$ cat src/rtl/alu_unit_pkg.sv
// Shared op-code defines and result record for the integer ALU issue port.
// The RS, ROB and ALU all take their op names from here.
package alu_unit_pkg;

   typedef enum logic [5:0] {
      NOP, LUI, AUIPC, JAL, JALR,
      BEQ, BNE, BLT, BGE, BLTU, BGEU,
      LB, LH, LW, LBU, LHU, SB, SH, SW,
      ADDI, SLTI, SLTIU, XORI, ORI, ANDI, SLLI, SRLI, SRAI,
      ADD, SUB, SLL, SLT, SLTU, XOR, SRL, SRA, OR, AND
   } op_t;

   typedef struct packed {
      logic        valid;
      logic [31:0] result;
      logic        jump;
      logic [31:0] target;
   } core_out_t;

endpackage

$ cat src/rtl/alu_unit_if.sv
// Issue port from the reservation station, flush input from the ROB,
// and the CDB/ROB result broadcast back out.
interface alu_unit_if import alu_unit_pkg::*; ();

   op_t         inst_name_from_rs;
   logic [31:0] V1_from_rs;
   logic [31:0] V2_from_rs;
   logic [31:0] pc_from_rs;
   logic [31:0] imm_from_rs;
   logic [4:0]  rob_id_from_rs;
   logic        rollback_flag_from_rob;

   logic        valid_to_cdb;
   logic [31:0] result_to_cdb;
   logic [4:0]  rob_id_to_cdb;
   logic        jump_flag_to_rob;
   logic [31:0] target_pc_to_rob;

   modport master (
      output inst_name_from_rs, V1_from_rs, V2_from_rs, pc_from_rs, imm_from_rs,
             rob_id_from_rs, rollback_flag_from_rob,
      input  valid_to_cdb, result_to_cdb, rob_id_to_cdb, jump_flag_to_rob,
             target_pc_to_rob
   );

   modport slave (
      input  inst_name_from_rs, V1_from_rs, V2_from_rs, pc_from_rs, imm_from_rs,
             rob_id_from_rs, rollback_flag_from_rob,
      output valid_to_cdb, result_to_cdb, rob_id_to_cdb, jump_flag_to_rob,
             target_pc_to_rob
   );

endinterface

$ cat src/rtl/alu_unit_core.sv
// Purely combinational ALU: rd value, branch/jump resolution and an
// issue-valid flag (clear for NOP and memory ops, which belong to the LSB).
module alu_core import alu_unit_pkg::*; (
   input  op_t         op,
   input  logic [31:0] v1,
   input  logic [31:0] v2,
   input  logic [31:0] pc,
   input  logic [31:0] imm,
   output core_out_t   res
);

   logic [31:0] pc4;
   logic [31:0] pc_imm;
   logic [31:0] jalr_sum;
   logic [4:0]  sh_r;
   logic [4:0]  sh_i;
   logic        take;

   assign pc4      = pc + 32'd4;
   assign pc_imm   = pc + imm;
   assign jalr_sum = v1 + imm;
   assign sh_r     = v2[4:0];
   assign sh_i     = imm[4:0];

   always_comb begin
      res        = '0;
      res.valid  = 1'b1;
      res.target = pc4;
      take       = 1'b0;
      case (op)
         ADD:   res.result = v1 + v2;
         SUB:   res.result = v1 - v2;
         AND:   res.result = v1 & v2;
         OR:    res.result = v1 | v2;
         XOR:   res.result = v1 ^ v2;
         SLL:   res.result = v1 << sh_r;
         SRL:   res.result = v1 >> sh_r;
         SRA:   res.result = $signed(v1) >>> sh_r;
         SLT:   res.result = {31'd0, $signed(v1) < $signed(v2)};
         SLTU:  res.result = {31'd0, v1 < v2};
         ADDI:  res.result = v1 + imm;
         ANDI:  res.result = v1 & imm;
         ORI:   res.result = v1 | imm;
         XORI:  res.result = v1 ^ imm;
         SLLI:  res.result = v1 << sh_i;
         SRLI:  res.result = v1 >> sh_i;
         SRAI:  res.result = $signed(v1) >>> sh_i;
         SLTI:  res.result = {31'd0, $signed(v1) < $signed(imm)};
         SLTIU: res.result = {31'd0, v1 < imm};
         LUI:   res.result = imm;
         AUIPC: res.result = pc_imm;
         JAL: begin
            res.result = pc4;
            res.jump   = 1'b1;
            res.target = pc_imm;
         end
         JALR: begin
            res.result = pc4;
            res.jump   = 1'b1;
            res.target = {jalr_sum[31:1], 1'b0};
         end
         BEQ, BNE, BLT, BGE, BLTU, BGEU: begin
            case (op)
               BEQ:     take = (v1 == v2);
               BNE:     take = (v1 != v2);
               BLT:     take = ($signed(v1) <  $signed(v2));
               BGE:     take = ($signed(v1) >= $signed(v2));
               BLTU:    take = (v1 <  v2);
               default: take = (v1 >= v2);
            endcase
            res.jump   = take;
            res.target = take ? pc_imm : pc4;
         end
         // NOP and loads/stores: nothing to broadcast
         default: res.valid = 1'b0;
      endcase
   end

endmodule

$ cat src/rtl/alu_unit.sv
// ALU execution unit: one registered stage after alu_core. Flush and reset
// act even while rdy_in is low; otherwise a low rdy_in freezes everything.
module alu_unit import alu_unit_pkg::*; (
   input  logic     clk_in,
   input  logic     rst_in,
   input  logic     rdy_in,
   alu_unit_if.slave bus
);

   core_out_t nxt;

   alu_core u_core (
      .op  (bus.inst_name_from_rs),
      .v1  (bus.V1_from_rs),
      .v2  (bus.V2_from_rs),
      .pc  (bus.pc_from_rs),
      .imm (bus.imm_from_rs),
      .res (nxt)
   );

   always_ff @(posedge clk_in) begin
      if (rst_in) begin
         bus.valid_to_cdb     <= 1'b0;
         bus.result_to_cdb    <= '0;
         bus.rob_id_to_cdb    <= '0;
         bus.jump_flag_to_rob <= 1'b0;
         bus.target_pc_to_rob <= '0;
      end else if (bus.rollback_flag_from_rob) begin
         // only the strobe is killed; the payload is don't-care once invalid
         bus.valid_to_cdb <= 1'b0;
      end else if (rdy_in) begin
         bus.valid_to_cdb     <= nxt.valid;
         bus.result_to_cdb    <= nxt.result;
         bus.rob_id_to_cdb    <= bus.rob_id_from_rs;
         bus.jump_flag_to_rob <= nxt.jump;
         bus.target_pc_to_rob <= nxt.target;
      end
   end

endmodule

$ cat src/flat_wrapper.sv
// flat-port wrapper written by rule: the top's interface ports become plain ports
module alu_unit_flat import alu_unit_pkg::*;
  (clk_in, rst_in, rdy_in, bus_inst_name_from_rs, bus_V1_from_rs, bus_V2_from_rs, bus_pc_from_rs, bus_imm_from_rs, bus_rob_id_from_rs, bus_rollback_flag_from_rob, bus_valid_to_cdb, bus_result_to_cdb, bus_rob_id_to_cdb, bus_jump_flag_to_rob, bus_target_pc_to_rob);
  alu_unit_if bus_i ();
  input  logic clk_in;
  input  logic rst_in;
  input  logic rdy_in;
  input wire logic [$bits(bus_i.inst_name_from_rs)-1:0] bus_inst_name_from_rs;
  input wire logic [$bits(bus_i.V1_from_rs)-1:0] bus_V1_from_rs;
  input wire logic [$bits(bus_i.V2_from_rs)-1:0] bus_V2_from_rs;
  input wire logic [$bits(bus_i.pc_from_rs)-1:0] bus_pc_from_rs;
  input wire logic [$bits(bus_i.imm_from_rs)-1:0] bus_imm_from_rs;
  input wire logic [$bits(bus_i.rob_id_from_rs)-1:0] bus_rob_id_from_rs;
  input wire logic [$bits(bus_i.rollback_flag_from_rob)-1:0] bus_rollback_flag_from_rob;
  output wire logic [$bits(bus_i.valid_to_cdb)-1:0] bus_valid_to_cdb;
  output wire logic [$bits(bus_i.result_to_cdb)-1:0] bus_result_to_cdb;
  output wire logic [$bits(bus_i.rob_id_to_cdb)-1:0] bus_rob_id_to_cdb;
  output wire logic [$bits(bus_i.jump_flag_to_rob)-1:0] bus_jump_flag_to_rob;
  output wire logic [$bits(bus_i.target_pc_to_rob)-1:0] bus_target_pc_to_rob;
  assign bus_i.inst_name_from_rs = bus_inst_name_from_rs;
  assign bus_i.V1_from_rs = bus_V1_from_rs;
  assign bus_i.V2_from_rs = bus_V2_from_rs;
  assign bus_i.pc_from_rs = bus_pc_from_rs;
  assign bus_i.imm_from_rs = bus_imm_from_rs;
  assign bus_i.rob_id_from_rs = bus_rob_id_from_rs;
  assign bus_i.rollback_flag_from_rob = bus_rollback_flag_from_rob;
  assign bus_valid_to_cdb = bus_i.valid_to_cdb;
  assign bus_result_to_cdb = bus_i.result_to_cdb;
  assign bus_rob_id_to_cdb = bus_i.rob_id_to_cdb;
  assign bus_jump_flag_to_rob = bus_i.jump_flag_to_rob;
  assign bus_target_pc_to_rob = bus_i.target_pc_to_rob;
  alu_unit u_core (.clk_in(clk_in), .rst_in(rst_in), .rdy_in(rdy_in), .bus(bus_i));
endmodule
$ cat config.mk
export PLATFORM = sky130hd
export DESIGN_NAME = alu_unit_flat
export DESIGN_NICKNAME = d
export VERILOG_FILES = /design/src/rtl/alu_unit_pkg.sv /design/src/rtl/alu_unit_if.sv /design/src/rtl/alu_unit_core.sv /design/src/rtl/alu_unit.sv /design/src/flat_wrapper.sv
export SDC_FILE = /design/constraint.sdc
export NUM_CORES = 1
export LEC_CHECK = 0
export ABC_AREA = 1
export CAP_MARGIN = 15
export CORE_ASPECT_RATIO = 1.75
export CORE_MARGIN = 2
export CORE_UTILIZATION = 45
export DETAILED_ROUTE_END_ITERATION = 7
export PLACE_DENSITY = 0.68
export SETUP_SLACK_MARGIN = 0.05
export SKIP_CTS_REPAIR_TIMING = 1
export SYNTH_ARGS = -nofsm -noshare
export SYNTH_HDL_FRONTEND = slang
export SYNTH_SLANG_ARGS = --single-unit
$ cat constraint.sdc
create_clock -name clk_in -period 2.95 [get_ports clk_in]
set_input_delay 0.7375 -clock clk_in [delete_from_list [all_inputs] [get_ports clk_in]]
set_output_delay 0.7375 -clock clk_in [all_outputs]
set_load 0.01 [all_outputs]
==> results by group, run 1 <==
Status
  • Status: aborted with a tool error
  • Stopped at: global routing (5_1_grt)
  • Tool error: [ERROR GRT-0116] Global routing finished with congestion. Check the congestion regions in the DRC Viewer.

Synth
  • Commonest cells in the netlist: nand2_1, nand3_1, inv_1
  • Share of the synthesized area in the top cell type: 0.220
  • Cells after Synth: 4315
  • Ys Warns: 0
  • Cell area after synthesis: 22200 um2
  • Mean Syn Cell Area: 5.15 um2
  • Syn nets: 4620
  • Area leader, netlist: nand2_1
  • Number of flops mapped to enable cells by yosys: 0
  • Area contributors post-synth: nand2_1, nand3_1, ha_1
  • Ys async rst share: 0
  • Synthesized flop and latch total: 71
  • Sequential-to-total area share from yosys stat: 0.0640
  • Most common cell in the synthesized netlist: nand2_1
  • Top FF cell, synth: dfxtp_1
  • Synth cell types: 56

Die
  • Initial core utilization: 0.456
  • Die Span Y: 298 um
  • I/O pins: 214
  • Die W: 172 um
  • # rows: 107

CTS
  • Root buffer cell: clkbuf_16
  • Clock sink count: 71
  • CTS Buffer Depth: 2
  • Num CTS Buffers: 9
  • H-tree levels: 3

Global routing
  • Total grt overflow: 1134
  • Total Routing Usage GR: 0.713
  • Largest net degree at the start of global routing: 61
  • First-pass GRT wire length: 286 mm
  • Vias in the first global route: 43453

Place
  • Final GP Congestion: 1.37
  • Pre-CTS setup slack: -1.30 ns
  • Hpwl dp: 125 mm
  • # port buffers: 213
  • Post-Place Cells: 6338
-- metrics by stage --
step | TNS, ns | hold slack, ns | area (um2)
2_1_floorplan | 0 | 0.490 | 22300
3_3_place_gp | -65.71 | 0.452 | 34800
3_5_place_dp | -69.55 | 0.457 | 34800
4_1_cts | -43.96 | 0.467 | 35100
-- cell families after synthesis --
logic type	Yosys count	share of synthesized area
buffers and inverters	629	0.114
and+or+nand+nor	2522	0.485
DFF	71	0.0640
adders and majority gates	162	0.0926
muxes	4	0.00180
AOI/OAI and AO/OA	883	0.226
xor gates and xnor gates	44	0.0173
-- per-layer routing --
metal  overflow  global-route usage
met5          1               0.228
met4        354               0.735
met3         18               0.502
met2        749               0.913
met1         12               0.704
==> inputs of run 2 (changes only) <==
CORE_ASPECT_RATIO = unset   (was 1.75)
CORE_UTILIZATION = 30   (was 45)
PLACE_DENSITY = unset   (was 0.68)
PLACE_DENSITY_LB_ADDON = 0.15   (was unset)
SETUP_SLACK_MARGIN = unset   (was 0.05)
clock period = 3.8 ns   (was 2.95 ns; I/O delays follow)
==> run 2 against run 1 <==
Against the previous run:
- the run now ends clean
- synthesized cell count stayed put
- synthesized area stayed put
==> results by group, run 2 <==
Synth
  • Synth cell types: 56 (unchanged)
  • Synthesized flop and latch total: 71 (unchanged)
  • Area contributors post-synth: nand2_1, nand3_1, ha_1
  • Cells after Synth: 4315 (unchanged)
  • Top FF cell, synth: dfxtp_1
  • Commonest cells in the netlist: nand2_1, nand3_1, inv_1
  • Syn nets: 4620 (unchanged)
  • Area leader, netlist: nand2_1
  • Ys Warns: 0 (unchanged)
  • Ys async rst share: 0 (unchanged)
  • Number of flops mapped to enable cells by yosys: 0 (unchanged)
  • Share of the synthesized area in the top cell type: 0.220 (unchanged)
  • Cell area after synthesis: 22200 um2 (unchanged)
  • Sequential-to-total area share from yosys stat: 0.0640 (unchanged)
  • Most common cell in the synthesized netlist: nand2_1
  • Mean Syn Cell Area: 5.15 um2 (unchanged)

Cells and area
  • Final net count: 6086
  • Most frequent cells in the layout: buf_4, nand2_1, nand3_1, inv_1, nor2_1
  • Layout cell share with drive strength beyond 1: 0.309
  • Fin area: 37900 um2
  • Leading cell type in the layout, fill and taps excluded: buf_4
  • Layout Cells excl Fill: 6754
  • Synth-to-layout area growth: 70.4%
  • Top flop regs: u_core.bus.result_to_cdb x32, u_core.bus.target_pc_to_rob x32, u_core.bus.rob_id_to_cdb x5

Die
  • Die Span Y: 276 um (-7.3%)
  • # rows: 99 (-7.5%)
  • Die area: 76300 um2
  • Die W: 276 um (+61%)
  • Core area: 73200 um2
  • I/O pins: 214 (unchanged)
  • Initial core utilization: 0.304 (-0.152)

CTS
  • Clock-pin slew on the worst setup and hold paths: 0.07 ns
  • CTS Buffer Depth: 2 (unchanged)
  • Root buffer cell: clkbuf_16
  • H-tree levels: 3 (unchanged)
  • Clk_lat worst skew: 0.36 ns
  • TritonCTS clock tree: built
  • Num CTS Buffers: 9 (unchanged)
  • Clock sink count: 71 (unchanged)

Timing
  • Max frequency: 0.263 GHz
  • Final period util: 0.999
  • Relative slew slack: 0.367
  • Final hold violation count: 0
  • RSZ-0062 raised after global routing: true
  • Fin. max-slew vios: 0
  • Clk_skew: 0 ns
  • Clock period minus worst slack: 3.80 ns
  • Post-route setup slack: 0.00211 ns
  • Total Negative Setup Slacks: 0 ns
  • Final setup violation count: 0
  • Actual slew at the worst max-slew pin: 0.947 ns

Route
  • Routed Antenna Nets: 0
  • Pre-antenna DRT Iters: 6
  • WL final: 168 mm
  • Number of DRC markers in iteration 0: 3688
  • Average wire per standard cell: 24.9 um
  • DRC viols: 0
  • Vias per inst: 5.44
  • Vias: 36723

Pwr
  • Leak Pwr: 19.2 nW
  • Overall power: 0.00705 W
  • Worst VDD drop: 0.000169 V
  • P per Cell Area: 186 nW/um2

Worst setup path
  • Crit-path most repeated cell: buf_4
  • FF-to-FF Start: u_core.bus.result_to_cdb[25]$_SDFFE_PP0P_
  • Worst setup path start: bus_V1_from_rs[11]
  • Crit-path max FO: 9
  • Max incr delay on CP: 0.39 ns
  • Arrival time worst endpoint: 4.01 ns
  • CP Capture Type: flip-flop
  • Reg2reg end: u_core.bus.result_to_cdb[25]$_SDFFE_PP0P_
  • Worst-path cell chain: clkdlybuf4s50_1 > buf_4 > buf_4 > ha_1 > buf_4 > a21oi_4 > o21ai_2 > a21oi_1 > o21ai_0 > buf_4 > or2_2 > nand3_2 > nand4_1 > buf_4 > nor2_4 > nand2_2 > nand2_1 > a21oi_1
  • Worst reg-to-reg setup slack: 2.89 ns
  • Worst EP required: 4.02 ns
  • Slowest-stage cell, CP: clkdlybuf4s50_1
  • Critical path class: primary input to flip-flop
  • CP startpoint kind: primary input
  • R2R cell count: 2

Min path
  • Hold path endpoint: u_core.bus.result_to_cdb[6]$_SDFFE_PP0P_
  • Worst Hold Class: flip-flop to flip-flop
  • Hold Crit Depth: 2
  • Hold Crit Start: u_core.bus.result_to_cdb[6]$_SDFFE_PP0P_

Global routing
  • Initial antenna violation count: 13
  • Total Routing Usage GR: 0.420
  • Largest net degree at the start of global routing: 61
  • First-pass GRT wire length: 233 mm
  • Vias in the first global route: 34193
  • Total grt overflow: 0

Place
  • # port buffers: 213 (unchanged)
  • Placed Area: 35800 um2 (+2.7%)
  • Final GP Congestion: 1.08 (-21%)
  • Hpwl dp: 146 mm (+17%)
  • Pre-CTS setup slack: -0.996 ns (+0.300 ns)
  • Post-Place Cells: 6702 (+5.7%)

Job
  • Max-Cap Viols: 0

Status
  • Status: finished clean
## run 2: cell counts after synthesis
Identical to the previous run, type by type.
## run 2: worst max path at each step
stage / cells after the start / endpoint / slack [ns]
detailed placement: 20 / u_core.bus.result_to_cdb[8]$_SDFFE_PP0P_ / -1.0
global placement: 20 / u_core.bus.result_to_cdb[8]$_SDFFE_PP0P_ / -0.96
global route: 17 / u_core.bus.result_to_cdb[14]$_SDFFE_PP0P_ / -0.08
floorplan: 24 / u_core.bus.target_pc_to_rob[24]$_SDFFE_PP0P_ / 0.53
CTS: 20 / u_core.bus.result_to_cdb[8]$_SDFFE_PP0P_ / -0.63
finish: 18 / u_core.bus.result_to_cdb[14]$_SDFFE_PP0P_ / 0.002
## run 2: logic make-up (layout without fill, tap and decap cells)
family	count (synthesis)	count (layout)	share of synthesized area
and+or+nand+nor	2522	2522	0.485
AOI/OAI and AO/OA	883	883	0.226
buffers and inverters	629	2100	0.114
adders and majority gates	162	162	0.0926
DFF	71	71	0.0640
xor gates and xnor gates	44	44	0.0173
muxes	4	4	0.00180
other	0	9	0
## run 2: cell type report
type / instances / area, um2
repair buffers: 1636 / 13600
well taps: 959 / 1200
flip-flops and latches: 71 / 1420
inverters: 448 / 1680
fillers: 7984 / 35300
multi-input cells: 3615 / 19600
clock inverters: 7 / 86.3
clock buffers: 9 / 225
diodes: 9 / 22.5
## run 2: worst max-delay path: cells and delay by family
family | cells | cell delay, ns
compound gates | 5 | 0.53
buf+inv | 6 | 1.38
fa+ha+maj | 1 | 0.25
simple gates | 6 | 0.87
## run 2: per-stage QoR
step / hold slack (ns) / utilization
floorplan: 0.490 / -
global placement: 0.454 / 0.488
detailed placement: 0.455 / 0.488
CTS: 0.467 / 0.493
global route: 0.488 / 0.517
finish: 0.467 / 0.517
## run 2: where the power goes
| part | switching (W) | total, W | internal (W) |
|---|---|---|---|
| logic | 0.00293 | 0.00527 | 0.00234 |
| registers | 0.0000282 | 0.000807 | 0.000779 |
| clock network | 0.000449 | 0.000974 | 0.000526 |
| total | 0.00341 | 0.00705 | 0.00364 |
## run 2: metal layers
metal	global-route usage	vias to the layer above	part of all wire
met2	0.680	1851	0.44
met1	0.494	16828	0.39
met4	0.321	14	0.093
met5	0	-	0.00050
li1	-	17482	-
met3	0.0734	548	0.081
(Power assumes the default switching activity.)
